--- src/rtl/seq_restoring_divider_pkg.sv ---
// Shared constants and state encoding for the sequential restoring divider.
package seq_restoring_divider_pkg;

  localparam int DIV_WIDTH_DEF = 4;

  // Iteration counter must be able to hold WIDTH itself.
  function automatic int cnt_width(input int w);
    return $clog2(w + 1);
  endfunction

  localparam int CNT_W = cnt_width(DIV_WIDTH_DEF);

  typedef enum logic [1:0] {
    S_IDLE = 2'd0,
    S_RUN  = 2'd1,
    S_DONE = 2'd2
  } state_e;

endpackage

--- src/rtl/seq_restoring_divider_if.sv ---
// Request/response bundle for the divider: operands in, status and results out.
interface seq_restoring_divider_if #(
  parameter int WIDTH = 4
);
  logic             start;
  logic [WIDTH-1:0] dividend;
  logic [WIDTH-1:0] divisor;
  logic             busy;
  logic             done;
  logic [WIDTH-1:0] quotient;
  logic [WIDTH-1:0] remainder;
  logic             div_by_zero;

  modport master (
    output start, dividend, divisor,
    input  busy, done, quotient, remainder, div_by_zero
  );

  modport slave (
    input  start, dividend, divisor,
    output busy, done, quotient, remainder, div_by_zero
  );
endinterface

--- src/rtl/seq_restoring_divider_sub.sv ---
// Combinational a - b with borrow-lookahead: generate/propagate terms mirror
// the carry logic of the lookahead adder.
module borrow_lookahead_sub #(
  parameter int W = 5
) (
  input  logic [W-1:0] a,
  input  logic [W-1:0] b,
  output logic [W-1:0] diff,
  output logic         borrow
);
  logic [W-1:0] g, p;
  logic [W:0]   bw;

  // A bit generates a borrow when a=0,b=1 and passes one through when a==b.
  assign g = ~a & b;
  assign p = ~(a ^ b);

  always_comb begin
    bw = '0;
    for (int i = 0; i < W; i++) begin
      logic acc;
      acc = 1'b0;
      for (int j = 0; j <= i; j++) acc = g[j] | (p[j] & acc);
      bw[i+1] = acc;
    end
  end

  assign diff   = a ^ b ^ bw[W-1:0];
  assign borrow = bw[W];
endmodule

--- src/rtl/seq_restoring_divider.sv ---
// Multi-cycle unsigned restoring divider: one quotient bit per clock,
// divide-by-zero short-circuits straight to DONE.
module seq_restoring_divider
  import seq_restoring_divider_pkg::*;
#(
  parameter int WIDTH = DIV_WIDTH_DEF
) (
  input logic                   clk,
  input logic                   rst_n,
  seq_restoring_divider_if.slave bus
);
  localparam int CW = cnt_width(WIDTH);

  state_e           state_q, state_d;
  logic [CW-1:0]    cnt_q;
  logic [WIDTH-1:0] d_q, v_q, q_sh;
  logic [WIDTH:0]   r_q, r_sh, diff, r_nxt;
  logic [WIDTH-1:0] q_nxt;
  logic             borrow, accept, last_step, zero_div;
  logic [WIDTH-1:0] quot_q, rem_q;
  logic             dbz_q;
  logic             unused_r_msb;

  assign accept    = bus.start && (state_q != S_RUN);
  assign zero_div  = (bus.divisor == '0);
  assign last_step = (state_q == S_RUN) && (cnt_q == CW'(WIDTH - 1));

  assign r_sh = {r_q[WIDTH-1:0], d_q[WIDTH-1]};

  borrow_lookahead_sub #(.W(WIDTH + 1)) u_sub (
    .a     (r_sh),
    .b     ({1'b0, v_q}),
    .diff  (diff),
    .borrow(borrow)
  );

  assign r_nxt = borrow ? r_sh : diff;
  assign q_nxt = {q_sh[WIDTH-2:0], ~borrow};

  // Stored R is always below V, so its top bit never carries information.
  assign unused_r_msb = r_q[WIDTH];

  always_ff @(posedge clk or negedge rst_n)
    if (!rst_n) state_q <= S_IDLE;
    else        state_q <= state_d;

  always_comb begin
    state_d = state_q;
    case (state_q)
      S_IDLE, S_DONE: begin
        if (bus.start) state_d = zero_div ? S_DONE : S_RUN;
        else           state_d = S_IDLE;
      end
      S_RUN:   if (last_step) state_d = S_DONE;
      default: state_d = S_IDLE;
    endcase
  end

  always_ff @(posedge clk or negedge rst_n) begin
    if (!rst_n) begin
      cnt_q <= '0;
      d_q   <= '0;
      v_q   <= '0;
      r_q   <= '0;
      q_sh  <= '0;
    end else if (accept) begin
      cnt_q <= '0;
      d_q   <= bus.dividend;
      v_q   <= bus.divisor;
      r_q   <= '0;
    end else if (state_q == S_RUN) begin
      cnt_q <= cnt_q + CW'(1);
      d_q   <= d_q << 1;
      r_q   <= r_nxt;
      q_sh  <= q_nxt;
    end
  end

  // Results hold until the next completion; accept alone does not clear them.
  always_ff @(posedge clk or negedge rst_n) begin
    if (!rst_n) begin
      quot_q <= '0;
      rem_q  <= '0;
      dbz_q  <= 1'b0;
    end else if (accept && zero_div) begin
      quot_q <= '1;
      rem_q  <= bus.dividend;
      dbz_q  <= 1'b1;
    end else if (last_step) begin
      quot_q <= q_nxt;
      rem_q  <= r_nxt[WIDTH-1:0];
      dbz_q  <= 1'b0;
    end
  end

  assign bus.busy        = (state_q == S_RUN);
  assign bus.done        = (state_q == S_DONE);
  assign bus.quotient    = quot_q;
  assign bus.remainder   = rem_q;
  assign bus.div_by_zero = dbz_q;
endmodule
--- src/flat_wrapper.sv ---
// flat-port wrapper written by rule: the top's interface ports become plain ports
module seq_restoring_divider_flat import seq_restoring_divider_pkg::*;
#(
  parameter int WIDTH = DIV_WIDTH_DEF
)
  (clk, rst_n, bus_start, bus_dividend, bus_divisor, bus_busy, bus_done, bus_quotient, bus_remainder, bus_div_by_zero);
  seq_restoring_divider_if #(.WIDTH(WIDTH)) bus_i ();
  input logic clk;
  input logic rst_n;
  input wire logic [$bits(bus_i.start)-1:0] bus_start;
  input wire logic [$bits(bus_i.dividend)-1:0] bus_dividend;
  input wire logic [$bits(bus_i.divisor)-1:0] bus_divisor;
  output wire logic [$bits(bus_i.busy)-1:0] bus_busy;
  output wire logic [$bits(bus_i.done)-1:0] bus_done;
  output wire logic [$bits(bus_i.quotient)-1:0] bus_quotient;
  output wire logic [$bits(bus_i.remainder)-1:0] bus_remainder;
  output wire logic [$bits(bus_i.div_by_zero)-1:0] bus_div_by_zero;
  assign bus_i.start = bus_start;
  assign bus_i.dividend = bus_dividend;
  assign bus_i.divisor = bus_divisor;
  assign bus_busy = bus_i.busy;
  assign bus_done = bus_i.done;
  assign bus_quotient = bus_i.quotient;
  assign bus_remainder = bus_i.remainder;
  assign bus_div_by_zero = bus_i.div_by_zero;
  seq_restoring_divider #(.WIDTH(WIDTH)) u_core (.clk(clk), .rst_n(rst_n), .bus(bus_i));
endmodule
--- config.mk ---
export PLATFORM = sky130hd
export DESIGN_NAME = seq_restoring_divider_flat
export DESIGN_NICKNAME = d
export VERILOG_FILES = /design/src/rtl/seq_restoring_divider_pkg.sv /design/src/rtl/seq_restoring_divider_if.sv /design/src/rtl/seq_restoring_divider_sub.sv /design/src/rtl/seq_restoring_divider.sv /design/src/flat_wrapper.sv
export SDC_FILE = /design/constraint.sdc
export NUM_CORES = 1
export LEC_CHECK = 0
export CORE_ASPECT_RATIO = 0.7
export CORE_UTILIZATION = 45
export CTS_BUF_LIST = sky130_fd_sc_hd__clkbuf_16
export CTS_CLUSTER_SIZE = 25
export DETAILED_ROUTE_END_ITERATION = 12
export GPL_ROUTABILITY_DRIVEN = 0
export PLACE_DENSITY = 0.79
export SLEW_MARGIN = 20
export SYNTH_ARGS = -nofsm -noshare
export SYNTH_HDL_FRONTEND = slang
export SYNTH_SLANG_ARGS = --single-unit
--- constraint.sdc ---
create_clock -name clk -period 2.2 [get_ports clk]
set_clock_uncertainty 0.15 [all_clocks]
set_input_delay 0.33 -clock clk [delete_from_list [all_inputs] [get_ports clk]]
set_output_delay 0.33 -clock clk [all_outputs]
set_load 0.01 [all_outputs]
==> results.cfg <==
[die]
fp.coreArea_um2 = 2903
initial_utilization_pct = 49.40
top_level_ports = 22
dieArea_um2 = 3420
die_width_um = 69.47
dieHeight_um = 49.23
row_count = 16

[clocking]
root_buffer = sky130_fd_sc_hd__clkbuf_16
clock_sinks = 29
ctsLongestPathBuffers = 2
cts_inserted_buffers = 5
tritoncts = built
worst_setup_hold_path_clk_slew_ps = 50
hold_fix_buffer_count_after_cts = 0
worstSkewPairLatency_ps = 270
post_cts_buffers = 0
htree_levels = 2

[global_route]
grt_antenna_before_repair = 0
grt_overflow = 0
grt.met3_usage_pct = 6.612
gr-max-usage-layer = met2
use_met2_pct = 33.01
largest_net_degree_at_the_start_of_global_routing = 30
vias_in_the_first_global_route = 1123
grt_util_met1_pct = 30.24
grt_usage_pct = 22.24
global_route_wire_length_before_repair_um = 5678

[yosys]
synthesized_instance_count = 131
yosys_register_bits = 29
mappedNetlistNets = 148
syn_area_per_cell_um2 = 10.95
ys_async_sr_fraction_pct = 100.0
synth-edff-count = 0
synth_sequential_area_ratio_pct = 50.61
most_used_flip_flop_cell_after_synthesis = sky130_fd_sc_hd__dfrtp_1
netlist_top_cells_area = sky130_fd_sc_hd__dfrtp_1 51%, sky130_fd_sc_hd__fa_1 4.2%, sky130_fd_sc_hd__nand2_1 3.7%
yosysWarningCount = 0
syn-cell-area_um2 = 1434
portion_of_synthesized_cell_area_occupied_by_the_leading_cell_type_pct = 50.61
netlist-cell-type-count = 38
netlist.top_cell.by_area = sky130_fd_sc_hd__dfrtp_1
synthMostInstantiatedCell = sky130_fd_sc_hd__dfrtp_1
synth_top_cells_by_count = 29 x sky130_fd_sc_hd__dfrtp_1, 14 x sky130_fd_sc_hd__nand2_1, 8 x sky130_fd_sc_hd__inv_1, 8 x sky130_fd_sc_hd__nor2_1, 7 x sky130_fd_sc_hd__o21ai_0

[critical_path]
worstSetupStartpointType = flop
end_kind = flop
critical_path.cell_chain = ha_2 -> inv_2 -> fa_2 -> inv_2 -> fa_2 -> fa_2 -> nor3b_4 -> a211o_1 -> a31oi_1
cp_buf_inv_count = 2
cp.arrival_ps = 2500
setup.worst_path.class = flop to flop
path_common_cell = sky130_fd_sc_hd__fa_2
timing.critical_path.slowest_cell_delay_ps = 440
critical_path.slowest_cell = sky130_fd_sc_hd__fa_2
critPathTopFamily = adder cells
timing.critical_path.fanout_max = 5
worst_ep_required_time_ps = 2240

[placed_design]
detailed_place.area_um2 = 1724
place.detailed.hpwl_um = 2290
dp_slack_ps = -273.3
port_buffers = 21

[drt]
detail_route.vias_per_cell = 5.722
drt_wl_total_um = 3443
routed-via-count = 1133
drt_pre_antenna_iters = 4
drt_drc_violations_left = 0
ant_nets = 0
drt-wirelength-per-cell_um = 17.39
drt_initial_violations = 78

[layout]
final_cell_area_um2 = 1961
drive_above_1_share_pct = 27.78
utilization_pct = 67.54
insertedDiodeCount = 0
finish.net_count = 178
area_growth_syn_to_layout_pct = 36.74

[power_and_ir_drop]
ir_worst_vdd_mv = 1.051
total_power_mw = 3.356
total_leakage_power_nw = 0.8377
p_per_area_nw_per_um2 = 1712

[flow_run]
cap_violations = 0

[timing]
hold_violation_total_from_the_final_report = 0
min_period_ps = 2466
slew_headroom_pct = 59.03
finalSetupTns_ps = -1846
fmaxAchievable_mhz = 405.5
timing.final.max_slew_violations = 0
tcrit_tclk_final_pct = 112.1
worstMarginPinSlew_ps = 612.8
final.setup.worst_slack_ps = -265.9
setup_repair_after_global_routing_missed_its_margin = true
finalSetupViolCount = 10

[run_status]
violated_checks = setup timing
outcome = complete, but fails checks

[hold_path]
hp-class = input pin to async pin
[logic make-up after synthesis]
family	synth area share, %
multiplexers	6.632
adder cells (fa/ha/maj)	6.807
flip-flops	50.61
buffers and inverters	4.711
AO/OA/AOI/OAI	15.18
AND/OR/NAND/NOR	16.06
[registers in the layout (all words and copies together), names as in the netlist]
| signal | cells |
|---|---|
| u_core.bus.div_by_zero | 1 |
| u_core.bus.quotient | 4 |
| u_core.bus.remainder | 4 |
| u_core.cnt_q | 3 |
| u_core.d_q | 4 |
| u_core.q_sh | 3 |
| u_core.r_q | 4 |
| u_core.state_q | 2 |
| u_core.v_q | 4 |
[layer usage]
layer,share of wire [%],vias to the layer above
li1,-,519
met1,45,567
met2,47,39
met3,6.7,8
met4,1.3,0
met5,0,-
[metrics by stage]
stage / instances / hold WS, ps
finish: 198 / 300.3
global placement: 190 / 310.6
detailed placement: 190 / 326.3
floorplan: 131 / -115.6
global route: 198 / 351.3
CTS: 198 / 320.1
[repair_timing]
item | CTS | global route
gates cloned | 0 | 0
pin swaps | 9 | 7
resized for setup | 16 | 8
setup endpoints to repair | 10 | 10
hold endpoints to repair | 0 | 0
[worst reg2reg max path, stage by stage (launching register included)]
cell and delay, ps:
sky130_fd_sc_hd__dfrtp_1 380, sky130_fd_sc_hd__ha_2 180, sky130_fd_sc_hd__inv_2 50, sky130_fd_sc_hd__fa_2 190, sky130_fd_sc_hd__inv_2 40, sky130_fd_sc_hd__fa_2 340
sky130_fd_sc_hd__fa_2 440, sky130_fd_sc_hd__nor3b_4 180, sky130_fd_sc_hd__a211o_1 240, sky130_fd_sc_hd__a31oi_1 180
[power by group]
group | leakage, nW | switching (mW) | internal [mW]
sequential | 0.352 | 0.212 | 0.786
clock | 0.0687 | 0.218 | 0.406
combinational | 0.417 | 0.843 | 0.889
total | 0.838 | 1.27 | 2.08
[final cells by class]
class	count	area, um^2
Clock inverter	3	12.51
Fill cell	195	942.2
Timing Repair Buffer	29	274.0
Inverter	10	37.54
Tap cell	36	45.04
Sequential cell	29	725.7
Clock buffer	5	125.1
Multi-Input combinational cell	86	740.7
[placed cells by master, fill, tap and decap left out, types with 2 or more instances in the layout]
cell type	count
sky130_fd_sc_hd__mux2i_1	4
sky130_fd_sc_hd__clkdlybuf4s50_1	21
sky130_fd_sc_hd__o21ai_1	2
sky130_fd_sc_hd__clkinv_1	3
sky130_fd_sc_hd__a31o_2	3
sky130_fd_sc_hd__inv_1	6
sky130_fd_sc_hd__nor3b_4	3
sky130_fd_sc_hd__ha_1	2
sky130_fd_sc_hd__a221o_1	2
sky130_fd_sc_hd__nor2_1	8
sky130_fd_sc_hd__buf_4	7
sky130_fd_sc_hd__nand3_1	5
sky130_fd_sc_hd__a31oi_1	2
sky130_fd_sc_hd__a211oi_2	4
sky130_fd_sc_hd__inv_2	3
sky130_fd_sc_hd__clkbuf_16	5
sky130_fd_sc_hd__fa_2	3
sky130_fd_sc_hd__mux2_2	4
sky130_fd_sc_hd__nand2b_1	2
sky130_fd_sc_hd__a21oi_1	3
sky130_fd_sc_hd__o21ai_0	5
sky130_fd_sc_hd__dfrtp_1	29
sky130_fd_sc_hd__nand2_1	14
[worst paths after layout]
| kind | start | end | slack [ps] | cells after the start |
|---|---|---|---|---|
| worst max-delay path | u_core.v_q[0]$_DFFE_PN0P_ | u_core.bus.remainder[3]$_DFFE_PN0P_ | -270 | 9 |
| worst min-delay path | rst_n | u_core.v_q[2]$_DFFE_PN0P_ | 300 | 2 |
| worst max register to register | u_core.v_q[0]$_DFFE_PN0P_ | u_core.bus.remainder[3]$_DFFE_PN0P_ | -270 | 9 |
| worst min register to register | u_core.q_sh[2]$_DFFE_PN0P_ | u_core.q_sh[2]$_DFFE_PN0P_ | 330 | 2 |
| max in group asynchronous | rst_n | u_core.d_q[0]$_DFFE_PN0P_ | 1320 | 2 |
| min in group clk | u_core.q_sh[2]$_DFFE_PN0P_ | u_core.q_sh[2]$_DFFE_PN0P_ | 330 | 2 |
Note: power is estimated with default switching activity, not from simulation.
